File: src/rtl/addecrc.sv
// Appends an IEEE 802.3 CRC-32 FCS to a nibble stream (LS nibble of each byte first).
// One i_ce-cycle registered latency; i_ce low stalls everything; there is no backpressure path.
module addecrc (
  input  logic       i_clk,
  input  logic       i_reset,
  input  logic       i_ce,
  input  logic       i_en,
  input  logic       i_cancel,
  input  logic       i_v,
  input  logic [3:0] i_d,
  output logic       o_v,
  output logic [3:0] o_d
);

  localparam logic [31:0] CRC_INIT = 32'hFFFF_FFFF;
  localparam logic [31:0] CRC_POLY = 32'hEDB8_8320;

  typedef enum logic [1:0] {
    IDLE  = 2'd0,
    DATA  = 2'd1,
    NOCRC = 2'd2,
    CRC   = 2'd3
  } state_t;

  state_t      state_q, state_d;
  logic [31:0] crc_q, crc_d;
  logic [2:0]  cnt_q, cnt_d;
  logic        ov_q, ov_d;
  logic [3:0]  od_q, od_d;

  // Four serial reflected-CRC steps, data bit 0 first.
  function automatic logic [31:0] crc_nib(input logic [31:0] c, input logic [3:0] d);
    logic [31:0] r;
    r = c;
    for (int k = 0; k < 4; k++) begin
      r = (r >> 1) ^ (((r[0] ^ d[k]) == 1'b1) ? CRC_POLY : 32'h0);
    end
    return r;
  endfunction

  always_comb begin
    state_d = state_q;
    crc_d   = crc_q;
    cnt_d   = cnt_q;
    ov_d    = ov_q;
    od_d    = od_q;
    if (i_ce) begin
      if (i_cancel) begin
        ov_d    = 1'b0;
        od_d    = 4'h0;
        state_d = IDLE;
        crc_d   = CRC_INIT;
        cnt_d   = 3'd0;
      end else begin
        case (state_q)
          IDLE: begin
            if (i_v) begin
              ov_d    = 1'b1;
              od_d    = i_d;
              crc_d   = crc_nib(CRC_INIT, i_d);
              state_d = i_en ? DATA : NOCRC;
            end else begin
              ov_d = 1'b0;
              od_d = 4'h0;
            end
          end
          DATA: begin
            ov_d = 1'b1;
            if (i_v) begin
              od_d  = i_d;
              crc_d = crc_nib(crc_q, i_d);
            end else begin
              // First FCS nibble goes out right behind the last data nibble.
              od_d    = ~crc_q[3:0];
              crc_d   = {4'hF, crc_q[31:4]};
              cnt_d   = 3'd1;
              state_d = CRC;
            end
          end
          CRC: begin
            ov_d  = 1'b1;
            od_d  = ~crc_q[3:0];
            crc_d = {4'hF, crc_q[31:4]};
            cnt_d = cnt_q + 3'd1;
            if (cnt_q == 3'd7) begin
              state_d = IDLE;
              crc_d   = CRC_INIT;
              cnt_d   = 3'd0;
            end
          end
          NOCRC: begin
            ov_d = i_v;
            od_d = i_d;
            if (!i_v) begin
              state_d = IDLE;
              crc_d   = CRC_INIT;
            end
          end
          default: begin
            state_d = IDLE;
            crc_d   = CRC_INIT;
            cnt_d   = 3'd0;
          end
        endcase
      end
    end
  end

  always_ff @(posedge i_clk or posedge i_reset) begin
    if (i_reset) begin
      state_q <= IDLE;
      crc_q   <= CRC_INIT;
      cnt_q   <= 3'd0;
      ov_q    <= 1'b0;
      od_q    <= 4'h0;
    end else begin
      state_q <= state_d;
      crc_q   <= crc_d;
      cnt_q   <= cnt_d;
      ov_q    <= ov_d;
      od_q    <= od_d;
    end
  end

  assign o_v = ov_q;
  assign o_d = od_q;

endmodule
File: config.mk
export PLATFORM = sky130hd
export DESIGN_NAME = addecrc
export DESIGN_NICKNAME = d
export VERILOG_FILES = /design/src/rtl/addecrc.sv
export SDC_FILE = /design/constraint.sdc
export NUM_CORES = 1
export LEC_CHECK = 0
export CAP_MARGIN = 20
export CORE_MARGIN = 5
export CORE_UTILIZATION = 40
export CTS_BUF_LIST = sky130_fd_sc_hd__clkbuf_4
export CTS_CLUSTER_DIAMETER = 100
export DETAILED_ROUTE_END_ITERATION = 12
export PLACE_DENSITY = 0.65
export SETUP_SLACK_MARGIN = 0.4
export SLEW_MARGIN = 0
export SYNTH_ARGS = -nofsm -noshare
export SYNTH_HDL_FRONTEND = slang
export SYNTH_SLANG_ARGS = --single-unit
File: constraint.sdc
create_clock -name i_clk -period 1.7 [get_ports i_clk]
set_input_delay 0.17 -clock i_clk [delete_from_list [all_inputs] [get_ports i_clk]]
set_output_delay 0.17 -clock i_clk [all_outputs]
set_load 0.05 [all_outputs]
==> reports/results.tsv, run 1 <==
stage	metric	value	unit
global_route	grt_pass1_vias	2898	
sta	finalCriticalPeriod	1840	ps
layout	multiInputGateArea	2250	µm²
sta	tightest_slew	433	ps
sta	slew_headroom	71.1	%
sta	drv_slew	0	
clocking	cts_root_buf	clkbuf_4	
power_and_ir_drop	p_leak	1.87	nW
clocking	clock_sinks	42	
route	ant_nets	0	
place	gp_congestion	0.873	
synth	yosysTopAreaCell	dfstp_2	
global_route	use_met2	32.6	%
floorplan	dieArea	9390	µm²
setup_path	reg2reg_slack	-140	ps
clocking	cts_buffers	5	
status	status	finished, violations left	
route	viasPerCell	5.82	
global_route	top_usage_layer	met2	
layout	fillers	592	
setup_path	startpoint_type	register	
global_route	use_met1	27.4	%
clocking	htree_levels	2	
route	first_pass_iters	5	
power_and_ir_drop	powerDensity	1760	nW/µm²
synth	netlist_instances	346	
sta	tns	-1490	ps
sta	timing.fmax	544	MHz
job	cap_violations	0	
setup_path	r2r_end	crc_q[17]	
power_and_ir_drop	ir_drop	0.000964	V
setup_path	reg2reg_from	crc_q[1]	
global_route	grt_max_degree	43	
layout	n_antenna_cell	0	
route	wl	10.3	mm
layout	finalNetCount	445	
sta	finalSetupViolCount	19	
route	vias	3101	
synth	synth.net_count	358	
place	dpl.hpwl	6.41	mm
synth	yosysSeqAreaShare	36.1	%
synth	syn_avg_cell_area	8.73	µm²
sta	rsz0062_at_grt	yes	
synth	syn_area	3020	µm²
route	wire_per_inst	19.3	µm
layout	final-seq-area	1090	µm²
place	portBuffers	14	
power_and_ir_drop	power.total	8.10	mW
floorplan	initial_core_util	41.4	%
floorplan	core	7290	µm²
global_route	grt_pass1_wl	15.4	mm
global_route	antenna_found_initial	0	
synth	synth_edf_count	0	
sta	fin_ws	-139	ps
clocking	clock_latency	360	ps
setup_path	arrival	2130	ps
status	violations	setup timing	
layout	drive_gt1_share	49.5	%
floorplan	dieHeight	96.9	µm
setup_path	path_class	register to register	
global_route	groute.layer.met3.usage	2.73	%
floorplan	boundaryPins	15	
sta	skew	21.2	ps
layout	instances_no_fill	533	
sta	finalHoldViolCount	0	
clocking	clk_path_buf_depth	2	
synth	synth_seq_cells	42	
route	drtIter0Drc	278	
place	dpl.cell_count	491	
layout	synthToLayoutAreaGrowth	52.1	%
setup_path	endpoint_kind	register	
synth	yosysWarnings	0	
synth	yosysUniqueCellTypes	56	
setup_path	path_max_fanout	3	
clocking	clk_pin_slew	130	ps
global_route	grt_util_all_layers	20.0	%
synth	synth.area.top_cells	dfstp_2 (28%), dfrtp_1 (8.3%), nor2_1 (5.2%)	
layout	layout_common_cells	buf_4 (59), nor2_1 (32), dfstp_2 (32)	
synth	synth_ff_type	dfstp_2	
layout	final_common_cell	buf_4	
route	drc	0	
min_path	hold_path_class	input pin to async pin	
floorplan	core.rowCount	31	
synth	synth_top_area_share	27.8	%
synth	synthArstFlopShare	100	%
clocking	cts_tree	done	
floorplan	dieWidth	96.9	µm
setup_path	required	1990	ps
sta	fin_crit_sh	108	%
setup_path	r2r.worst_path.cells	6	
layout	utilization	63.0	%
global_route	grt_overflow_total	0	
[power by group]
part           total [mW]  internal, mW  leakage, nW  switching [mW]
Clock               0.554         0.213       0.0368           0.341
Combinational        5.43          2.73         1.36            2.70
Sequential           2.12          1.62        0.466           0.497
Total                8.10          4.57         1.87            3.54
[per-stage QoR]
| step | worst slack (ps) | hold slack [ps] | area [µm²] |
|---|---|---|---|
| after floorplan | -7.15 | 358 | 3200 |
| after global placement | -281 | 471 | 3750 |
| after detailed placement | -393 | 474 | 3750 |
| after CTS | -108 | 166 | 4190 |
| after global routing | -192 | 188 | 4600 |
| final | -139 | 174 | 4600 |
[layout make-up]
| type | count | share of cell area, % |
|---|---|---|
| inverter | 13 | 1.06 |
| timing repair buffer | 106 | 22.2 |
| clock buffer | 8 | 1.31 |
| tap | 99 | 2.69 |
| sequential | 42 | 23.8 |
| multi-input combinational | 265 | 48.9 |
[routing by layer]
layer  wire [µm]  up-vias
li1            -     1411
met1        4270     1512
met2        5020      145
met3         649       33
met4         345        0
met5           0        -
[cell usage after synthesis, types with 4 or more instances]
cell / n
nor2_1: 42
nand2_1: 35
dfstp_2: 32
o21ai_0: 31
inv_1: 13
a21oi_1: 12
a31oi_1: 11
nand2b_1: 11
clkbuf_1: 10
dfrtp_1: 10
nor3_1: 10
o21ai_1: 10
buf_2: 8
xor2_1: 8
a21boi_1: 7
xnor2_1: 7
buf_4: 6
nor2b_1: 6
o22ai_1: 6
a221oi_1: 5
a2111oi_0: 4
[sequential cells by signal, summed over array words and instances (netlist names)]
| signal | cells |
|---|---|
| cnt_q | 3 |
| crc_q | 32 |
| o_d | 4 |
| o_v | 1 |
| state_q | 2 |
[how the worst max path moves through the flow]
stage	from	end	slack (ps)	cells after the start
after floorplan	crc_q[2]	crc_q[18]	-7	5
after global placement	i_v	crc_q[6]	-280	6
after detailed placement	i_d[0]	crc_q[27]	-390	7
after CTS	crc_q[1]	crc_q[22]	-110	7
after global routing	crc_q[0]	crc_q[17]	-190	6
final	crc_q[1]	crc_q[17]	-140	6
[kinds of logic after synthesis]
family	Yosys count	synth area share, %
and+or+nand+nor	120	18.5
DFF	42	36.1
muxes	3	0.994
adders and majority gates	2	0.828
xor gates and xnor gates	26	12.4
buffers and inverters	39	6.21
AOI/OAI and AO/OA	114	25.0
[worst max-delay path, stage by stage (launching register included)]
cell	delay, ps
dfstp_2	620
buf_6	130
xnor2_2	120
a21oi_1	90
or3b_1	380
and3_1	170
o32a_1	280
[repair_timing]
item | in CTS | in global routing
pin swaps | 40 | 25
gates resized for setup | 80 | 56
hold buffers | 0 | 0
gates cloned | 0 | 4
setup endpoints to repair | 46 | 45
buffers inserted | 18 | 12
(Power assumes the default switching activity.)
==> inputs of run 2 (changes only) <==
--- a/config.mk
+++ b/config.mk
@@ -8,7 +8,7 @@
 export CAP_MARGIN = 20
 export CORE_MARGIN = 5
 export CORE_UTILIZATION = 40
-export CTS_BUF_LIST = sky130_fd_sc_hd__clkbuf_4
+export CTS_BUF_LIST = sky130_fd_sc_hd__clkbuf_2 sky130_fd_sc_hd__clkbuf_4 sky130_fd_sc_hd__clkbuf_8
 export CTS_CLUSTER_DIAMETER = 100
 export DETAILED_ROUTE_END_ITERATION = 12
 export PLACE_DENSITY = 0.65
==> run 2 against run 1 <==
- the flow still finishes with violations (setup timing)
- critical path type unchanged
- routed wire length shrank 6.1%
- via count down 4.7%
- final cell count decreased by 2.6%
- sequential power about the same
- critical path depth down 1
- clock power is 29% higher
- worst hold slack improved by 48 ps
- largest power group unchanged
- highest routed layer unchanged
- global-route usage shrank 0.31 points
==> reports/results.tsv, run 2 (synthesis gave the netlist of run 1 again) <==
stage	metric	value	unit	change
place	dpl.cell_count	491		unchanged
global_route	grt_pass1_wl	15.2	mm	-1.9%
status	violations	setup timing		
route	ant_nets	0		unchanged
floorplan	dieArea	9390	µm²	unchanged
global_route	grt_pass1_vias	2947		+1.7%
sta	finalCriticalPeriod	1870	ps	+31.1 ps
setup_path	critical-path-top-delay-family	flip-flops		
place	dpl.hpwl	6.41	mm	unchanged
floorplan	initial_core_util	41.4	%	unchanged
power_and_ir_drop	powerDensity	1790	nW/µm²	+1.3%
floorplan	boundaryPins	15		unchanged
clocking	clock_sinks	42		unchanged
layout	synthToLayoutAreaGrowth	47.8	%	
floorplan	dieHeight	96.9	µm	unchanged
place	gp_congestion	0.873		unchanged
route	drtIter0Drc	223		-20%
sta	worst_hold_slack	222	ps	+47.7 ps
setup_path	path_class	register to register		
global_route	grt_overflow_total	0		unchanged
setup_path	r2r_end	crc_q[6]		
setup_path	worstPathCellList	xnor2_2, a21oi_1, or3b_1, and3_1, o32a_1		
setup_path	reg2reg_from	crc_q[1]		
setup_path	slowest_delay	670	ps	+50 ps
place	portBuffers	14		unchanged
clocking	cts_tree	done		
layout	largest_reg_flops	32		unchanged
setup_path	arrival	2110	ps	-20 ps
power_and_ir_drop	power.total	7.97	mW	-1.6%
layout	final_common_cell	buf_4		
floorplan	core	7290	µm²	unchanged
setup_path	startpoint_type	register		
min_path	hold_path_class	input pin to async pin		
place	place_area	3750	µm²	unchanged
floorplan	dieWidth	96.9	µm	unchanged
layout	instances_no_fill	519		-2.6%
sta	tightest_slew	423	ps	-9.80 ps
clocking	ctsHoldBuffers	0		unchanged
layout	drive_gt1_share	47.4	%	-2.2 points
layout	fillers	602		+1.7%
route	vias	2955		-4.7%
clocking	cts_root_buf	clkbuf_8		
sta	timing.fmax	535	MHz	-1.7%
setup_path	path_max_fanout	4		+1
layout	top_register	crc_q		
setup_path	endpoint_kind	register		
sta	slew_headroom	71.7	%	+0.66 points
layout	final_cell_area	4470	µm²	-2.9%
layout	n_antenna_cell	0		unchanged
floorplan	core.rowCount	31		unchanged
clocking	htree_levels	2		unchanged
clocking	clk_path_buf_depth	2		unchanged
route	first_pass_iters	5		unchanged
global_route	grt_max_degree	43		unchanged
sta	finalSetupViolCount	16		-3
sta	finalHoldViolCount	0		unchanged
clocking	clk_pin_slew	90	ps	-40 ps
global_route	grt_util_all_layers	19.7	%	-0.31 points
setup_path	crit_slowest_cell	dfstp_2		
sta	fin_ws	-171	ps	-31.1 ps
sta	fin_crit_sh	110	%	+1.8 points
setup_path	required	1940	ps	-50 ps
global_route	antenna_found_initial	0		unchanged
setup_path	cp_num_buf_inv	0		-1
power_and_ir_drop	p_leak	1.79	nW	-4.1%
route	wire_per_inst	18.6	µm	-3.6%
status	status	finished, violations left		
sta	skew	14.2	ps	-6.96 ps
clocking	clock_latency	310	ps	-50 ps
route	wl	9.66	mm	-6.1%
sta	rsz0062_at_grt	yes		
layout	finalNetCount	431		-3.1%
layout	utilization	61.2	%	-1.8 points
route	drc	0		unchanged
clocking	cts_buffers	5		unchanged
setup_path	reg2reg_slack	-170	ps	-30 ps
power_and_ir_drop	ir_drop	0.00106	V	+9.8%
setup_path	r2r.worst_path.cells	5		-1
route	viasPerCell	5.69		-2.1%
layout	layout_common_cells	buf_4 (54), nor2_1 (39), dfstp_2 (32)		
job	cap_violations	0		unchanged
sta	drv_slew	0		unchanged
-- run 2: how the worst max path moves through the flow --
| stage | from | endpoint | slack (ps) | depth (start not counted) |
|---|---|---|---|---|
| finish | crc_q[1] | crc_q[6] | -170 | 5 |
| global route | crc_q[1] | crc_q[17] | -180 | 5 |
| CTS | crc_q[0] | crc_q[27] | -90 | 5 |
| detailed placement | i_d[0] | crc_q[27] | -390 | 7 |
| global placement | i_v | crc_q[6] | -280 | 6 |
| floorplan | crc_q[2] | crc_q[18] | -7 | 5 |
-- run 2: per-layer routing --
layer | routed length [µm] | GRT usage (%) | share of wire [%] | vias up
met3 | 539 | 3.67 | 5.6 | 26
met1 | 4150 | 25.6 | 43 | 1428
met4 | 305 | 7.34 | 3.2 | 0
met5 | 0 | 0 | 0 | -
met2 | 4660 | 32.3 | 48 | 115
li1 | - | - | - | 1386
-- run 2: layout make-up --
cell class / instances / area [µm²] / share of cell area (%)
Multi-Input combinational cell: 265 / 2230 / 49.8
Sequential cell: 42 / 1090 / 24.5
Timing Repair Buffer: 92 / 878 / 19.7
Inverter: 13 / 52.6 / 1.18
Clock buffer: 8 / 91.3 / 2.05
Tap cell: 99 / 124 / 2.77
-- run 2: repair_timing --
item                       4_1_cts  5_1_grt
setup buffers                   12        8
pin swaps                       38       24
resized for setup               79       39
setup endpoints to repair       46       41
-- run 2: report_power, final --
group	internal, mW	leakage, nW	switching [mW]
combinational	2.59	1.27	2.57
sequential	1.62	0.466	0.486
clock	0.341	0.0498	0.372
-- run 2: tightest hold or removal path, cell delays in order --
cell             delay (ps)
clkdlybuf4s50_1         390
inv_1                    90
buf_12                  250
-- run 2: stage by stage --
step	setup WS, ps	TNS (ps)
floorplan	-7.15	-7.15
global placement	-281	-6170
detailed placement	-393	-7140
CTS	-87.5	-803
global route	-179	-2310
finish	-171	-1080
==> inputs of run 3 (changes only) <==
--- a/config.mk
+++ b/config.mk
@@ -5,13 +5,14 @@
 export SDC_FILE = /design/constraint.sdc
 export NUM_CORES = 1
 export LEC_CHECK = 0
-export CAP_MARGIN = 20
+export CAP_MARGIN = 10
+export CORE_ASPECT_RATIO = 1.75
 export CORE_MARGIN = 5
 export CORE_UTILIZATION = 40
 export CTS_BUF_LIST = sky130_fd_sc_hd__clkbuf_2 sky130_fd_sc_hd__clkbuf_4 sky130_fd_sc_hd__clkbuf_8
 export CTS_CLUSTER_DIAMETER = 100
 export DETAILED_ROUTE_END_ITERATION = 12
-export PLACE_DENSITY = 0.65
+export PLACE_DENSITY = 0.63
 export SETUP_SLACK_MARGIN = 0.4
 export SLEW_MARGIN = 0
 export SYNTH_ARGS = -nofsm -noshare
==> constraint.sdc (replaced) <==
create_clock -name i_clk -period 2.03 [get_ports i_clk]
set_input_delay 0.203 -clock i_clk [delete_from_list [all_inputs] [get_ports i_clk]]
set_output_delay 0.203 -clock i_clk [all_outputs]
set_load 0.05 [all_outputs]
==> run 3 against run 2 <==
- the flow now finishes without violations
- power fell by 19%
- largest cell class unchanged
- core utilization fell by 3.1 points
- register-to-register slack improved by 370 ps
- combinational power fell by 22%
- non-clock buffer count fell by 2
- final area fell by 2.8%
- sequential power fell by 14%
- worst setup slack improved by 370 ps
- die area rose by 0.72%
- final cell count fell by 2.5%
- global-route usage rose by 3.7 points
- via count rose by 3.6%
==> reports/results.tsv, run 3 (synthesis gave the netlist of run 1 again) <==
stage	metric	value	unit	change
place	portBuffers	14		unchanged
min_path	hold_path_class	input pin to async pin		
route	wire_per_inst	20.9	µm	+13%
clocking	clk_pin_slew	90	ps	about the same
global_route	grt_pass1_vias	3179		+7.9%
floorplan	boundaryPins	15		unchanged
route	ant_nets	0		unchanged
layout	fillers	630		+4.7%
layout	largest_reg_flops	32		unchanged
floorplan	core.rowCount	42		+35%
sta	rsz0062_at_grt	yes		
floorplan	initial_core_util	40.5	%	-0.94 points
setup_path	arrival	2060	ps	-50 ps
clocking	cts_tree	done		
sta	finalHoldViolCount	0		unchanged
layout	layout_common_cells	buf_4 (57), nand2_1 (32), dfstp_2 (31)		
setup_path	crit_start	crc_q[0]		
layout	final_cell_area	4340	µm²	-2.8%
layout	final_common_cell	buf_4		
layout	utilization	58.1	%	-3.1 points
global_route	grt_util_all_layers	23.3	%	+3.7 points
setup_path	path_max_fanout	5		+1
setup_path	r2r.worst_path.cells	6		+1
route	vias	3062		+3.6%
route	drc	0		unchanged
power_and_ir_drop	power.total	6.46	mW	-19%
layout	n_antenna_cell	0		unchanged
global_route	grt_pass1_wl	16.6	mm	+9.5%
sta	skew	4.86	ps	-9.36 ps
setup_path	startpoint_type	register		
floorplan	dieArea	9460	µm²	+0.72%
job	cap_violations	0		unchanged
sta	tns	0	ps	+1080 ps
power_and_ir_drop	powerDensity	1490	nW/µm²	-17%
floorplan	core	7460	µm²	+2.3%
clocking	cts_buffers	5		unchanged
global_route	grt_overflow_total	0		unchanged
sta	tightest_slew	561	ps	+138 ps
floorplan	dieWidth	75.7	µm	-22%
sta	drv_slew	0		unchanged
clocking	clock_latency	310	ps	about the same
global_route	grt_max_degree	43		unchanged
layout	synthToLayoutAreaGrowth	43.6	%	
setup_path	endpoint_kind	register		
layout	finalNetCount	429		-0.46%
layout	top_register	crc_q		
status	status	finished, final reports clean		
route	viasPerCell	6.05		+6.3%
place	place_area	3540	µm²	-5.5%
route	wl	10.6	mm	+9.8%
layout	drive_gt1_share	42.6	%	-4.8 points
sta	finalSetupViolCount	0		-16
power_and_ir_drop	p_leak	1.75	nW	-2.5%
layout	multiInputGateArea	2130	µm²	-4.5%
setup_path	worstPathCellList	xnor2_4, buf_6, xnor3_1, a21boi_1, o21ai_1, a31oi_1		
clocking	ctsHoldBuffers	0		unchanged
sta	worst_hold_slack	333	ps	+112 ps
clocking	cts_root_buf	clkbuf_8		
sta	slew_headroom	62.6	%	-9.1 points
setup_path	required	2260	ps	+320 ps
setup_path	crit_slowest_cell	dfstp_2		
setup_path	slowest_delay	670	ps	about the same
setup_path	reg2reg_from	crc_q[0]		
setup_path	path_class	register to register		
sta	timing.fmax	546	MHz	+2.2%
route	drtIter0Drc	250		+12%
clocking	clk_path_buf_depth	2		unchanged
route	first_pass_iters	5		unchanged
clocking	htree_levels	2		unchanged
layout	final-seq-area	1100	µm²	+0.23%
clocking	clock_sinks	42		unchanged
sta	fin_crit_sh	90.1	%	-20 points
place	dpl.hpwl	6.74	mm	+5.1%
sta	finalCriticalPeriod	1830	ps	-40.7 ps
global_route	antenna_found_initial	0		unchanged
power_and_ir_drop	ir_drop	0.000511	V	-52%
floorplan	dieHeight	125	µm	+29%
place	gp_congestion	0.902		+3.3%
-- run 3: critical path: cells and delay by family, from the launching register on --
family                 cells  cell delay [ps]
AO/OA/AOI/OAI              3              470
buffers and inverters      1              150
XOR/XNOR                   2              460
flip-flops                 1              670
-- run 3: where the power goes --
part	internal (mW)	switching, mW
registers	1.36	0.437
logic	1.99	2.06
clock network	0.289	0.324
-- run 3: layout make-up --
type	instances	share of cell area [%]
Multi-Input combinational cell	265	49.0
Sequential cell	42	25.3
Timing Repair Buffer	90	19.9
Tap cell	88	2.54
Clock buffer	7	2.08
Inverter	13	1.12
Clock inverter	1	0.115
-- run 3: metrics by stage --
| step | instances | setup slack (ps) |
|---|---|---|
| finish | 506 | 200 |
| global route | 506 | 116 |
| CTS | 501 | 186 |
| detailed placement | 468 | -73.4 |
| global placement | 468 | -42.8 |
| floorplan | 346 | 323 |
-- run 3: what timing repair did --
| action | 4_1_cts | 5_1_grt |
|---|---|---|
| setup buffers | 21 | 5 |
| setup endpoints to repair | 42 | 35 |
| pin swaps | 24 | 20 |
| resized for setup | 68 | 42 |
| cloned | 4 | 0 |
-- run 3: per-layer routing --
metal  part of all wire, %  GRT usage [%]
met4                   7.0           15.6
met5                     0              0
met1                    35           24.7
met2                    54           39.0
met3                   5.0           5.62
-- run 3: path summary, 6_finish.rpt --
| kind | to | slack (ps) |
|---|---|---|
| worst max-delay path | crc_q[23] | 200 |
| worst min-delay path | cnt_q[1] | 330 |
| worst max register to register | crc_q[23] | 200 |
| worst min register to register | crc_q[11] | 500 |
| max in group asynchronous | state_q[0] | 1290 |
| min in group i_clk | crc_q[11] | 500 |
